File: src/rtl/norm_shift_ctrl_pkg.sv
`default_nettype none
// ------------------------------------------------------------------------
// norm_shift_ctrl_pkg : FSM states and shift-direction constants (rev 1.0)
// ------------------------------------------------------------------------
package norm_shift_ctrl_pkg;

  typedef enum logic [1:0] {
    IDLE    = 2'd0,
    CAPTURE = 2'd1,
    ENCODE  = 2'd2,
    PRESENT = 2'd3
  } state_t;

  localparam logic SHIFT_LEFT  = 1'b1;
  localparam logic SHIFT_RIGHT = 1'b0;

endpackage
`default_nettype wire

File: src/rtl/norm_shift_ctrl_if.sv
`default_nettype none
// ------------------------------------------------------------------------
// norm_shift_ctrl_if : upstream/downstream handshake bundle (rev 1.0)
// ------------------------------------------------------------------------
interface norm_shift_ctrl_if #(
  parameter int SWR = 26,
  parameter int EWR = 5,
  parameter int EW  = 8
);
  logic           valid_i;
  logic           ready_o;
  logic [SWR-1:0] Add_Subt_result_i;
  logic [EW-1:0]  Exp_i;
  logic           valid_o;
  logic           ready_i;
  logic [EWR-1:0] Shift_Value_o;
  logic           Left_Right_o;
  logic           Bit_Shift_o;
  logic           load_o;
  logic [EW-1:0]  Exp_o;
  logic           zero_o;
  logic           underflow_o;

  modport master (
    output valid_i, Add_Subt_result_i, Exp_i, ready_i,
    input  ready_o, valid_o, Shift_Value_o, Left_Right_o, Bit_Shift_o,
           load_o, Exp_o, zero_o, underflow_o
  );

  modport slave (
    input  valid_i, Add_Subt_result_i, Exp_i, ready_i,
    output ready_o, valid_o, Shift_Value_o, Left_Right_o, Bit_Shift_o,
           load_o, Exp_o, zero_o, underflow_o
  );
endinterface
`default_nettype wire

File: src/rtl/lzc_encoder.sv
`default_nettype none
// ------------------------------------------------------------------------
// lzc_encoder : leading-zero counter with all-zero flag (rev 1.0)
// ------------------------------------------------------------------------
module lzc_encoder #(
  parameter int WIDTH = 25,
  parameter int CNT_W = 5
) (
  input  logic [WIDTH-1:0] data,
  output logic [CNT_W-1:0] count,
  output logic             all_zero
);

  // Scan upward so the most significant set bit is the last to win.
  always_comb begin
    count = CNT_W'(WIDTH);
    for (int i = 0; i < WIDTH; i++) begin
      if (data[i]) count = CNT_W'(WIDTH - 1 - i);
    end
  end

  assign all_zero = ~|data;

endmodule
`default_nettype wire

File: src/rtl/norm_shift_ctrl.sv
`default_nettype none
// ------------------------------------------------------------------------
// norm_shift_ctrl : normalization shift controller; optional macro
// NORM_SHIFT_CLAMP_EN clamps left shifts to the exponent (rev 1.0)
// ------------------------------------------------------------------------
module norm_shift_ctrl
  import norm_shift_ctrl_pkg::*;
#(
  parameter int SWR = 26,
  parameter int EWR = 5,
  parameter int EW  = 8
) (
  input  logic               clk,
  input  logic               rst,
  norm_shift_ctrl_if.slave   bus
);

  localparam int XW = (EW > EWR) ? EW : EWR;

  state_t         state, state_nxt;
  logic           ready;
  logic           accept;

  logic [SWR-1:0] data_q;
  logic [EW-1:0]  exp_q;
  logic           ovf_q;
  logic           zero_q;
  logic [EWR-1:0] lz_q;

  logic [EWR-1:0] lz_cnt;
  logic           lz_zero;

  logic [EWR-1:0] shift_n;
  logic           dir_n;
  logic [EW-1:0]  exp_n;
  logic           zero_n;
  logic           uf_n;

  logic           valid_q;
  logic [EWR-1:0] shift_q;
  logic           dir_q;
  logic           fill_q;
  logic [EW-1:0]  exp_out_q;
  logic           zero_out_q;
  logic           uf_q;

  assign ready  = !rst && ((state == IDLE) || ((state == PRESENT) && bus.ready_i));
  assign accept = bus.valid_i && ready;

  always_ff @(posedge clk) begin
    if (rst) state <= IDLE;
    else     state <= state_nxt;
  end

  always_comb begin
    state_nxt = state;
    unique case (state)
      IDLE:    if (bus.valid_i) state_nxt = CAPTURE;
      CAPTURE: state_nxt = ENCODE;
      ENCODE:  state_nxt = PRESENT;
      PRESENT: if (bus.ready_i) state_nxt = bus.valid_i ? CAPTURE : IDLE;
      default: state_nxt = IDLE;
    endcase
  end

  always_ff @(posedge clk) begin
    if (rst) begin
      data_q <= '0;
      exp_q  <= '0;
    end else if (accept) begin
      data_q <= bus.Add_Subt_result_i;
      exp_q  <= bus.Exp_i;
    end
  end

  lzc_encoder #(
    .WIDTH (SWR - 1),
    .CNT_W (EWR)
  ) u_lzc (
    .data     (data_q[SWR-2:0]),
    .count    (lz_cnt),
    .all_zero (lz_zero)
  );

  // CAPTURE registers the classification so ENCODE only does exponent math.
  always_ff @(posedge clk) begin
    if (rst) begin
      ovf_q  <= 1'b0;
      zero_q <= 1'b0;
      lz_q   <= '0;
    end else if (state == CAPTURE) begin
      ovf_q  <= data_q[SWR-1];
      zero_q <= !data_q[SWR-1] && lz_zero;
      lz_q   <= lz_cnt;
    end
  end

  always_comb begin
    shift_n = '0;
    dir_n   = SHIFT_LEFT;
    exp_n   = exp_q - EW'(lz_q);
    zero_n  = 1'b0;
    uf_n    = 1'b0;
    if (ovf_q) begin
      shift_n = EWR'(1);
      dir_n   = SHIFT_RIGHT;
      exp_n   = exp_q + EW'(1);
    end else if (zero_q) begin
      zero_n  = 1'b1;
      exp_n   = '0;
    end else begin
      shift_n = lz_q;
      uf_n    = XW'(lz_q) > XW'(exp_q);
`ifdef NORM_SHIFT_CLAMP_EN
      // Denormal: shift only as far as the exponent allows.
      if (uf_n) begin
        shift_n = EWR'(exp_q);
        exp_n   = '0;
      end
`endif
    end
  end

  always_ff @(posedge clk) begin
    if (rst) begin
      valid_q    <= 1'b0;
      shift_q    <= '0;
      dir_q      <= 1'b0;
      fill_q     <= 1'b0;
      exp_out_q  <= '0;
      zero_out_q <= 1'b0;
      uf_q       <= 1'b0;
    end else if (state == ENCODE) begin
      valid_q    <= 1'b1;
      shift_q    <= shift_n;
      dir_q      <= dir_n;
      fill_q     <= 1'b0;
      exp_out_q  <= exp_n;
      zero_out_q <= zero_n;
      uf_q       <= uf_n;
    end else if ((state == PRESENT) && bus.ready_i) begin
      valid_q    <= 1'b0;
    end
  end

  assign bus.ready_o       = ready;
  assign bus.valid_o       = valid_q;
  assign bus.load_o        = !rst && valid_q && bus.ready_i;
  assign bus.Shift_Value_o = shift_q;
  assign bus.Left_Right_o  = dir_q;
  assign bus.Bit_Shift_o   = fill_q;
  assign bus.Exp_o         = exp_out_q;
  assign bus.zero_o        = zero_out_q;
  assign bus.underflow_o   = uf_q;

endmodule
`default_nettype wire
File: src/flat_wrapper.sv
// flat-port wrapper written by rule: the top's interface ports become plain ports
module norm_shift_ctrl_flat import norm_shift_ctrl_pkg::*;
#(
  parameter int SWR = 26,
  parameter int EWR = 5,
  parameter int EW  = 8
)
  (clk, rst, bus_valid_i, bus_Add_Subt_result_i, bus_Exp_i, bus_ready_i, bus_ready_o, bus_valid_o, bus_Shift_Value_o, bus_Left_Right_o, bus_Bit_Shift_o, bus_load_o, bus_Exp_o, bus_zero_o, bus_underflow_o);
  norm_shift_ctrl_if #(.SWR(SWR), .EWR(EWR), .EW(EW)) bus_i ();
  input  logic clk;
  input  logic rst;
  input wire logic [$bits(bus_i.valid_i)-1:0] bus_valid_i;
  input wire logic [$bits(bus_i.Add_Subt_result_i)-1:0] bus_Add_Subt_result_i;
  input wire logic [$bits(bus_i.Exp_i)-1:0] bus_Exp_i;
  input wire logic [$bits(bus_i.ready_i)-1:0] bus_ready_i;
  output wire logic [$bits(bus_i.ready_o)-1:0] bus_ready_o;
  output wire logic [$bits(bus_i.valid_o)-1:0] bus_valid_o;
  output wire logic [$bits(bus_i.Shift_Value_o)-1:0] bus_Shift_Value_o;
  output wire logic [$bits(bus_i.Left_Right_o)-1:0] bus_Left_Right_o;
  output wire logic [$bits(bus_i.Bit_Shift_o)-1:0] bus_Bit_Shift_o;
  output wire logic [$bits(bus_i.load_o)-1:0] bus_load_o;
  output wire logic [$bits(bus_i.Exp_o)-1:0] bus_Exp_o;
  output wire logic [$bits(bus_i.zero_o)-1:0] bus_zero_o;
  output wire logic [$bits(bus_i.underflow_o)-1:0] bus_underflow_o;
  assign bus_i.valid_i = bus_valid_i;
  assign bus_i.Add_Subt_result_i = bus_Add_Subt_result_i;
  assign bus_i.Exp_i = bus_Exp_i;
  assign bus_i.ready_i = bus_ready_i;
  assign bus_ready_o = bus_i.ready_o;
  assign bus_valid_o = bus_i.valid_o;
  assign bus_Shift_Value_o = bus_i.Shift_Value_o;
  assign bus_Left_Right_o = bus_i.Left_Right_o;
  assign bus_Bit_Shift_o = bus_i.Bit_Shift_o;
  assign bus_load_o = bus_i.load_o;
  assign bus_Exp_o = bus_i.Exp_o;
  assign bus_zero_o = bus_i.zero_o;
  assign bus_underflow_o = bus_i.underflow_o;
  norm_shift_ctrl #(.SWR(SWR), .EWR(EWR), .EW(EW)) u_core (.clk(clk), .rst(rst), .bus(bus_i));
endmodule
File: config.mk
export PLATFORM = sky130hd
export DESIGN_NAME = norm_shift_ctrl_flat
export DESIGN_NICKNAME = d
export VERILOG_FILES = /design/src/rtl/norm_shift_ctrl_pkg.sv /design/src/rtl/norm_shift_ctrl_if.sv /design/src/rtl/lzc_encoder.sv /design/src/rtl/norm_shift_ctrl.sv /design/src/flat_wrapper.sv
export SDC_FILE = /design/constraint.sdc
export NUM_CORES = 1
export LEC_CHECK = 0
export ABC_AREA = 1
export CORE_ASPECT_RATIO = 0.6
export CORE_MARGIN = 2
export CORE_UTILIZATION = 35
export DETAILED_ROUTE_END_ITERATION = 7
export PLACE_DENSITY_LB_ADDON = 0.12
export SYNTH_ARGS = -nofsm -noshare
export SYNTH_HDL_FRONTEND = slang
export SYNTH_SLANG_ARGS = --single-unit
export TNS_END_PERCENT = 5
File: constraint.sdc
create_clock -name clk -period 4.1 [get_ports clk]
set_input_delay 0.615 -clock clk [delete_from_list [all_inputs] [get_ports clk]]
set_output_delay 0.615 -clock clk [all_outputs]
set_load 0.05 [all_outputs]
# --- Word-level counts from Yosys, hierarchy flattened ---
# Cells that the tools add are included.
word_totals:
  out_inout_bits: 20
  regBits: 60
  word_cells: 74
classes:
  addsub: 2
  muxes: 40
  order_cmp: 1
  n_reduce_logical: 14
  n_eq_ne: 5
op_table:
  columns: ["op", "count"]
  rows:
  - ["5-bit 2-to-1 mux", 26]
  - ["25-bit OR reduction", 1]
  - ["8-bit 2-to-1 mux", 2]
  - ["1-bit 2-to-1 mux", 9]
  - ["8-bit by 1-bit adder with 8-bit output, second input constant", 1]
  - ["5-bit by 8-bit greater-than comparator with 1-bit output", 1]
  - ["2-bit one-hot mux with 4 select lines", 1]
  - ["8-bit by 5-bit subtractor with 8-bit output", 1]
  - ["1-bit logical AND", 6]
  - ["2-bit == test, second input constant", 2]
  - ["2-bit 2-to-1 mux", 2]
  - ["2-bit inequality test, second input constant", 2]
  - ["1-bit zero test", 3]
  - ["2-bit by 1-bit == test with 1-bit output, second input constant", 1]
  - ["2-bit zero test", 1]
  - ["2-bit AND reduction", 1]
  - ["2-bit nonzero test", 1]
  - ["1-bit logical OR", 1]

# --- Depth between registers and ports, before layout ---
# Gate-level depths: netlist (run 1).
depth:
  ltp_word: 25
  mapped_depth: 26

# --- Modules after synthesis ---
# Synthesis (run 1) repeated with hierarchy kept, for this count alone.
unflattened:
  hier_cells: 429
  hier_area_um2: 2981.6
by_module_without_submodules:
  columns: ["module", "cells_each", "area_per_inst_um2", "instances"]
  rows:
  - ["norm_shift_ctrl", 353, 2652.5, 1]
  - ["lzc_encoder", 76, 329.1, 1]

# --- Least setup slack after synthesis (run 1) ---
# No wires, ideal clock.
synth_timing:
  path_kind: "input-to-reg"
  startpoint: "input port bus_ready_i"
  endpoint: "register u_core.data_q[11]"
  t_required_ns: 4.013
  slack_ns: 1.672
  path_stages: 8
  arrival_time_ns: 2.340
  cell_sequence: "nand2_1 -> a21oi_1 -> and2_1 -> clkbuf_1 -> buf_2 -> buf_2 -> nand2_1 -> o31ai_1"
synth_between:
  elab_chain_len: 4
synth_rtl:
  columns: ["element", "line_no", "rtl"]
  rows:
  - ["start, declared", "flat_wrapper.sv:15", "input wire logic [$bits(bus_i.ready_i)-1:0] bus_ready_i;"]
  - ["1-bit logical AND", "norm_shift_ctrl.sv:47", "assign ready = !rst && ((state == IDLE) || ((state == PRESENT) && bus.ready_i));"]
  - ["1-bit logical OR", "norm_shift_ctrl.sv:47", null]
  - ["1-bit logical AND", "norm_shift_ctrl.sv:47", null]
  - ["via bus_ready_o", "flat_wrapper.sv:16", "output wire logic [$bits(bus_i.ready_o)-1:0] bus_ready_o;"]
  - ["1-bit logical AND", "norm_shift_ctrl.sv:48", "assign accept = bus.valid_i && ready;"]
  - ["end signal, assigned", "norm_shift_ctrl.sv:71", "data_q <= bus.Add_Subt_result_i;"]
  - ["end, declared", "norm_shift_ctrl.sv:24", "logic [SWR-1:0] data_q;"]
# The timed path passes the listed nets, and every way through them passes these cells.
# A chain may end at the register's enable or synchronous reset.

# --- Final worst setup path (run 1) ---
layout_timing:
  startpoint: "input port bus_ready_i"
  endpoint: "output port bus_ready_o"
layout_between:
  elab_chain_len: 3
layout_rtl:
  columns: ["element", "line_no"]
  rows:
  - ["1-bit logical AND", "norm_shift_ctrl.sv:47"]
  - ["1-bit logical OR", "norm_shift_ctrl.sv:47"]
  - ["1-bit logical AND", "norm_shift_ctrl.sv:47"]
  - ["end, declared", "flat_wrapper.sv:16"]
# No other way between the ends.

==> results of run 1 <==
## state kept, by name, summed over array words and instances (netlist names)
register / cells
u_core.bus.Exp_o: 8
u_core.bus.Left_Right_o: 1
u_core.bus.Shift_Value_o: 5
u_core.bus.underflow_o: 1
u_core.bus.valid_o: 1
u_core.bus.zero_o: 1
u_core.data_q: 26
u_core.exp_q: 8
u_core.lz_q: 5
u_core.ovf_q: 1
u_core.state: 2
u_core.zero_q: 1
## through the flow
step	util	std cells	hold slack, ns	area [sq um]	power [mW]
after floorplan	-	407	0.444	2910	1.60
after CTS	0.480	572	0.468	3830	2.63
after global placement	0.445	556	0.455	3550	1.89
after global routing	0.480	572	0.487	3830	2.81
after detailed placement	0.445	556	0.460	3550	1.90
final	0.480	572	0.465	3830	2.59
## cells in the final DEF, fill, tap and decap left out, types with 3 or more instances in the layout
cell type | Yosys | final
nand2_1 | 107 | 107
dfxtp_1 | 60 | 60
clkdlybuf4s50_1 | 0 | 55
inv_1 | 44 | 44
nor2_1 | 35 | 35
o31ai_1 | 34 | 34
a21oi_1 | 31 | 31
inv_2 | 19 | 19
o21ai_0 | 13 | 13
ha_1 | 10 | 10
clkbuf_16 | 0 | 9
o21ai_1 | 6 | 6
nor3_1 | 4 | 4
a31oi_1 | 4 | 4
clkbuf_1 | 13 | 3
clkbuf_8 | 0 | 3
buf_4 | 1 | 3
## worst max-delay path: cells and delay by family
family	cells	cell delay, ns
buf+inv	2	1.32
compound gates	1	0.16
simple gates	1	0.08
## kinds of logic (layout without fill, tap and decap cells)
kind of cell / after synthesis / count (layout) / synth area share
compound gates: 96 / 96 / 0.206
xor+xnor: 1 / 1 / 0.00301
fa+ha+maj: 11 / 11 / 0.0499
buf+inv: 84 / 141 / 0.120
flops: 60 / 60 / 0.413
other cells: 1 / 1 / 0.00129
simple gates: 154 / 154 / 0.207
## final cells by class
| cell class | count | area, sq um | area share |
|---|---|---|---|
| tap | 108 | 135 | 0.0353 |
| timing repair buffer | 59 | 578 | 0.151 |
| multi-input combinational | 263 | 1360 | 0.354 |
| clock inverter | 1 | 5.00 | 0.00131 |
| sequential | 60 | 1200 | 0.314 |
| clock buffer | 15 | 278 | 0.0725 |
| inverter | 66 | 275 | 0.0719 |
## power by group
| group | internal [mW] | leakage, nW | switching (mW) |
|---|---|---|---|
| clock network | 0.457 | 0.140 | 0.248 |
| logic | 0.387 | 0.935 | 0.684 |
| registers | 0.720 | 0.491 | 0.0977 |
## metal layers
metal | track usage | vias up | routed length (um)
met5 | 0 | - | 0
met4 | 0.0779 | 0 | 101
met3 | 0.0560 | 9 | 453
met2 | 0.218 | 65 | 2450
met1 | 0.265 | 1148 | 4030
li1 | - | 1433 | -
## worst paths after layout
kind | start | endpoint | slack [ns] | cells after the start
worst max-delay path | bus_ready_i | bus_ready_o | 1.32 | 4
worst min-delay path | u_core.bus.underflow_o$_SDFFE_PP0P_ | u_core.bus.underflow_o$_SDFFE_PP0P_ | 0.46 | 2
worst max register to register | u_core.state[1]$_SDFFE_PP0P_ | u_core.data_q[10]$_SDFFE_PP0P_ | 2.10 | 8
worst min register to register | u_core.bus.underflow_o$_SDFFE_PP0P_ | u_core.bus.underflow_o$_SDFFE_PP0P_ | 0.46 | 2
==> out/metrics.yaml, run 1 <==
sta:
  report.final.slew_viol_count: 0
  setup_ws_ns: 1.32
  final.min_clock_period_ns: 2.78
  setup_viol: 0
  tns_ns: 0
  worstMarginPinSlew_ns: 0.587
  fmax_mhz: 359
  fin_skew_ns: 0.00396
  fin_crit_sh: 0.679
  grt_setup_unrepaired: "no"
  slew_headroom: 0.609
  hold_viol: 0
clocking:
  cts_tree: "built"
  cts_hold_repair.buffers: 0
  post_cts.repair.setup_buffers: 0
  clk_pin_slew_ns: 0.05
  ctsResizeCount: 0
  cts_buffers: 9
  htreeDepth: 3
  cts_buffer_depth: 2
  clk_latency_ns: 0.33
  root_buffer: "clkbuf_16"
  cts_sinks: 60
global_routing:
  grt_pass1_wl_mm: 11.8
  grt_max_degree: 44
  antenna_found_initial: 0
  grt_usage: 0.174
  globalRoute.totalOverflow: 0
  grt_pass1_vias: 2418
placement:
  place.gp.congestion: 0.768
  hpwl_mm: 5.12
  port_buffers: 56
  pre_cts_ws_ns: 1.32
logic_synthesis:
  syn-num-nets: 456
  yosysSeqAreaShare: 0.413
  synth.area.top_cells: "dfxtp_1 41%, nand2_1 14%, o31ai_1 8.8%, inv_1 5.7%, a21oi_1 5.3%"
  ys_async_sr_fraction: 0
  syn_area_sq_um: 2910
  yosysUniqueCellTypes: 35
  synth_flop_cell: "dfxtp_1"
  yosysTopAreaCell: "dfxtp_1"
  ys_seq_elements: 60
  synth_top_area_share: 0.413
  netlist_top_cells_count: "107 x nand2_1, 60 x dfxtp_1, 44 x inv_1"
  synth.most_common_cell: "nand2_1"
  synth.avg_cell_area_sq_um: 7.14
  synth-edff-count: 0
  netlist_instances: 407
  ys_warn_count: 0
worst_setup_path:
  crit_required_ns: 3.48
  cp-end-kind: "primary output"
  slowest_stage: "clkdlybuf4s50_1"
  crit_type: "input pin to primary output"
  arrival_ns: 2.17
  critPathMaxStageDelay_ns: 0.83
  critPathMaxFanout: 3
  start_kind: "input pin"
  crit_top_cell: "clkdlybuf4s50_1"
  worstPathCellList: "clkdlybuf4s50_1 -> nand2_1 -> a21oi_1 -> clkdlybuf4s50_1"
cells_and_area:
  antennaDiodeCount: 0
  drive_gt1_frac: 0.0884
  syn2layout_area_growth_pct: 31.7
  nNetsFinal: 508
  num-fill-cells: 815
routing:
  route.detailed.drc: 0
  vias: 2655
  wl_per_cell_um: 12.3
  postRouteAntennaNets: 0
  drt_first_pass_iters: 4
  first_iter_violations: 208
  viasPerCell: 4.64
  routed_wl_mm: 7.04
flow_run:
  maxCapViolations: 0
run_status:
  status: "finished clean"
floorplan:
  row_count: 25
  fp.dieW_um: 122
  dieHeight_um: 74.6
  dieArea_sq_um: 9080
  fp.coreArea_sq_um: 7980
  start_util: 0.365
  ios: 58
power:
  cellLeakagePower_nw: 1.57
  vdd_drop_max_v: 0.000282
  power_density_nw_per_um2: 678
hold_path:
  min_path_type: "flip-flop to flip-flop"
(Power assumes the default switching activity.)
==> run 2, diff against run 1 <==
==> constraint.sdc (replaced) <==
create_clock -name clk -period 2.85 [get_ports clk]
set_input_delay 0.4275 -clock clk [delete_from_list [all_inputs] [get_ports clk]]
set_output_delay 0.4275 -clock clk [all_outputs]
set_load 0.05 [all_outputs]
==> out/metrics.yaml, run 2 (synthesis gave the netlist of run 1 again) <==
global_routing:
  globalRoute.totalOverflow: 0
  grt_pass1_wl_mm: 11.8
  grt_pass1_vias: 2448
  grt_max_degree: 53
  grt_usage: 0.174
  antenna_found_initial: 0
cells_and_area:
  antennaDiodeCount: 0
  syn2layout_area_growth_pct: 32.4
  nNetsFinal: 508
  largest_reg_flops: 26
  regMostFlops: "u_core.data_q"
  most-common-layout-cells: "107 x nand2_1, 60 x dfxtp_1, 53 x clkdlybuf4s50_1, 44 x inv_1, 35 x nor2_1"
  final_core_util: 0.483
  multi_input_area_sq_um: 1360
  seqCellArea_sq_um: 1200
  num-fill-cells: 812
  drive_gt1_frac: 0.0948
  layout_commonest_cell: "nand2_1"
floorplan:
  row_count: 25
  fp.dieW_um: 122
  start_util: 0.365
  ios: 58
  dieArea_sq_um: 9080
  dieHeight_um: 74.6
  fp.coreArea_sq_um: 7980
run_status:
  status: "finished clean"
clocking:
  htreeDepth: 3
  cts_tree: "built"
  cts_buffers: 9
  clk_latency_ns: 0.32
  cts_hold_repair.buffers: 0
  root_buffer: "clkbuf_16"
  clk_pin_slew_ns: 0.05
  post_cts.repair.setup_buffers: 0
  cts_buffer_depth: 2
  ctsResizeCount: 0
  cts_sinks: 60
sta:
  hold_viol: 0
  tns_ns: 0
  report.final.slew_viol_count: 0
  grt_setup_unrepaired: "no"
  final.min_clock_period_ns: 2.03
  fin_skew_ns: 0.00492
  setup_viol: 0
  fin_crit_sh: 0.712
  worstMarginPinSlew_ns: 0.530
  slew_headroom: 0.647
  fmax_mhz: 493
power:
  vdd_drop_max_v: 0.000510
  finalPower_mw: 3.78
  cellLeakagePower_nw: 1.58
  power_density_nw_per_um2: 983
placement:
  place.gp.congestion: 0.785
  port_buffers: 56
  hpwl_mm: 5.14
worst_setup_path:
  start_kind: "flip-flop"
  crit_type: "flip-flop to flip-flop"
  arrival_ns: 2.29
  cp-end-kind: "flip-flop"
  critPathMaxFanout: 3
  crit_required_ns: 3.11
routing:
  drt_first_pass_iters: 4
  route.detailed.drc: 0
  first_iter_violations: 177
  routed_wl_mm: 7.04
  postRouteAntennaNets: 0
  vias: 2670
  viasPerCell: 4.67
  wl_per_cell_um: 12.3
hold_path:
  min_path_type: "flip-flop to flip-flop"
flow_run:
  maxCapViolations: 0
run 2: path summary, 6_finish.rpt:
| check | from | endpoint | slack, ns | depth (start not counted) |
|---|---|---|---|---|
| setup / recovery | u_core.lz_q[1]$_SDFFE_PP0N_ | u_core.bus.Exp_o[7]$_SDFFE_PP0P_ | 0.82 | 13 |
| hold / removal | u_core.bus.Shift_Value_o[1]$_SDFFE_PP0P_ | u_core.bus.Shift_Value_o[1]$_SDFFE_PP0P_ | 0.46 | 2 |
| setup reg to reg | u_core.lz_q[1]$_SDFFE_PP0N_ | u_core.bus.Exp_o[7]$_SDFFE_PP0P_ | 0.82 | 13 |
| hold reg to reg | u_core.bus.Shift_Value_o[1]$_SDFFE_PP0P_ | u_core.bus.Shift_Value_o[1]$_SDFFE_PP0P_ | 0.46 | 2 |
run 2: per-stage QoR:
step | cells | setup slack (ns) | hold slack (ns) | area, sq um
floorplan | 407 | 0.474 | 0.444 | 2910
global placement | 556 | 0.808 | 0.457 | 3550
detailed placement | 556 | 0.733 | 0.459 | 3550
CTS | 572 | 0.866 | 0.468 | 3850
global route | 572 | 0.468 | 0.490 | 3850
finish | 572 | 0.820 | 0.464 | 3850
run 2: critical path, cell delays in order, from the launching register on:
cell	delay, ns
dfxtp_1	0.40
inv_1	0.10
ha_1	0.30
a21oi_1	0.16
nor2_1	0.06
nor2_1	0.12
nor2_1	0.07
nor2_1	0.09
nor2_1	0.06
nor2_1	0.16
nand2_1	0.09
a21oi_1	0.12
o21ai_0	0.10
a21oi_1	0.15
run 2: final cells by class:
type | count | area share
Clock buffer | 12 | 0.0640
Clock inverter | 4 | 0.0127
Inverter | 66 | 0.0715
Multi-Input combinational cell | 263 | 0.353
Sequential cell | 60 | 0.312
Tap cell | 108 | 0.0351
Timing Repair Buffer | 59 | 0.152
run 2: power by group:
| group | internal [mW] | switching [mW] |
|---|---|---|
| logic | 0.561 | 0.985 |
| registers | 1.04 | 0.146 |
| clock network | 0.698 | 0.358 |
| total | 2.29 | 1.49 |
run 2: layer usage:
layer	global-route usage	up-vias	part of all wire
met5	0	-	0
met4	0.0651	0	0.0045
met3	0.0567	2	0.056
met2	0.228	59	0.37
met1	0.260	1181	0.57
li1	-	1428	-
==> run 3, diff against run 2 <==
==> constraint.sdc (replaced) <==
create_clock -name clk -period 1.98 [get_ports clk]
set_input_delay 0.297 -clock clk [delete_from_list [all_inputs] [get_ports clk]]
set_output_delay 0.297 -clock clk [all_outputs]
set_load 0.05 [all_outputs]
==> out/metrics.yaml, run 3 (synthesis gave the netlist of run 1 again) <==
placement:
  port_buffers: 56
  dpl.cell_count: 566
  hpwl_mm: 5.33
  place.gp.congestion: 0.829
routing:
  routed_wl_mm: 7.26
  viasPerCell: 4.65
  postRouteAntennaNets: 0
  wl_per_cell_um: 12.5
  vias: 2704
  drt_first_pass_iters: 4
  route.detailed.drc: 0
  first_iter_violations: 156
clocking:
  cts_buffer_depth: 2
  cts_hold_repair.buffers: 0
  clk_pin_slew_ns: 0.05
  ctsResizeCount: 0
  root_buffer: "clkbuf_16"
  cts_buffers: 9
  htreeDepth: 3
  cts_sinks: 60
  cts_tree: "built"
  clk_latency_ns: 0.32
  post_cts.repair.setup_buffers: 0
worst_setup_path:
  rrSetupSlack_ns: 0.11
  start_kind: "flip-flop"
  critPathMaxFanout: 3
  critPathMaxStageDelay_ns: 0.44
  rr_startpoint: "u_core.exp_q[0]$_SDFFE_PP0P_"
  r2r_end: "u_core.bus.Exp_o[6]$_SDFFE_PP0P_"
  worstPathCellList: "inv_2 -> ha_1 -> inv_2 -> fa_1 -> inv_2 -> o31ai_4 -> inv_1 -> nor2_2 -> nor2_2 -> xor2_1 -> nand2_1 -> a21oi_1"
  slowest_stage: "fa_1"
  crit_required_ns: 2.23
  arrival_ns: 2.12
  cp-end-kind: "flip-flop"
  crit_top_cell: "inv_2"
  rr_worst_depth: 12
  crit_type: "flip-flop to flip-flop"
power:
  finalPower_mw: 5.69
  cellLeakagePower_nw: 1.64
  power_density_nw_per_um2: 1430
  vdd_drop_max_v: 0.000598
floorplan:
  start_util: 0.365
  fp.coreArea_sq_um: 7980
  dieArea_sq_um: 9080
  ios: 58
  dieHeight_um: 74.6
  row_count: 25
  fp.dieW_um: 122
hold_path:
  min_path_type: "input pin to flip-flop"
  min_path_cells: 4
  worstHoldEndpoint: "u_core.data_q[0]$_SDFFE_PP0P_"
  hp-start: "rst"
sta:
  hold_slack_ns: 0.451
  fmax_mhz: 535
  final.min_clock_period_ns: 1.87
  worstMarginPinSlew_ns: 0.510
  grt_setup_unrepaired: "yes"
  setup_viol: 0
  fin_crit_sh: 0.944
  slew_headroom: 0.659
  tns_ns: 0
  fin_skew_ns: 0.00593
  report.final.slew_viol_count: 0
  hold_viol: 0
cells_and_area:
  most-common-layout-cells: "106 x nand2_1, 56 x dfxtp_1, 53 x clkdlybuf4s50_1, 43 x inv_1"
  regMostFlops: "u_core.data_q"
  nNetsFinal: 518
  drive_gt1_frac: 0.139
  layout_commonest_cell: "nand2_1"
  final_cells: 582
  antennaDiodeCount: 0
  final_core_util: 0.500
  largest_reg_flops: 26
  syn2layout_area_growth_pct: 37.1
global_routing:
  grt_usage: 0.175
  grt_pass1_vias: 2519
  grt_pass1_wl_mm: 12.2
  antenna_found_initial: 0
  grt_max_degree: 34
  globalRoute.totalOverflow: 0
run_status:
  status: "finished clean"
flow_run:
  maxCapViolations: 0
run 3: how the worst max path moves through the flow:
stage | start | slack, ns | end | cells past startpoint
CTS | u_core.exp_q[0]$_SDFFE_PP0P_ | 0.06 | u_core.bus.Exp_o[6]$_SDFFE_PP0P_ | 12
global placement | bus_ready_i | 0.11 | u_core.data_q[3]$_SDFFE_PP0P_ | 7
floorplan | u_core.state[0]$_SDFFE_PP0P_ | 0.07 | u_core.data_q[11]$_SDFFE_PP0P_ | 9
detailed placement | u_core.exp_q[0]$_SDFFE_PP0P_ | 0.09 | u_core.bus.Exp_o[6]$_SDFFE_PP0P_ | 12
global route | u_core.data_q[1]$_SDFFE_PP0P_ | -0.10 | u_core.lz_q[0]$_SDFFE_PP0N_ | 26
finish | u_core.exp_q[0]$_SDFFE_PP0P_ | 0.11 | u_core.bus.Exp_o[6]$_SDFFE_PP0P_ | 12
run 3: stage by stage:
step | cell area [sq um] | setup WS [ns]
floorplan | 2920 | 0.0734
global placement | 3650 | 0.111
detailed placement | 3650 | 0.0939
CTS | 3960 | 0.0610
global route | 3990 | -0.104
finish | 3990 | 0.110
run 3: power by group:
group / switching, mW / internal, mW / leakage (nW)
sequential: 0.179 / 1.49 / 0.493
clock: 0.523 / 1.04 / 0.149
combinational: 1.52 / 0.934 / 1.00
run 3: layer usage:
| layer | share of wire | wire [um] | track usage | vias to the layer above |
|---|---|---|---|---|
| li1 | - | - | - | 1452 |
| met3 | 0.060 | 436 | 0.0460 | 7 |
| met2 | 0.36 | 2630 | 0.234 | 65 |
| met4 | 0.0065 | 47 | 0.0498 | 0 |
| met1 | 0.57 | 4140 | 0.270 | 1180 |
| met5 | 0 | 0 | 0 | - |
run 3: final cells by class:
cell class	instances	area, sq um
clock buffer	12	256
fill	831	3990
inverter	66	275
sequential	60	1210
multi-input combinational	263	1390
clock inverter	4	47.5
timing repair buffer	69	673
tap	108	135
run 3: worst max-delay path: cells and delay by family (launching register included):
family,cells,cell delay [ns]
AO/OA/AOI/OAI,2,0.18
buffers and inverters,4,0.30
AND/OR/NAND/NOR,3,0.23
adder cells (fa/ha/maj),2,0.59
XOR/XNOR,1,0.15
flip-flops,1,0.33
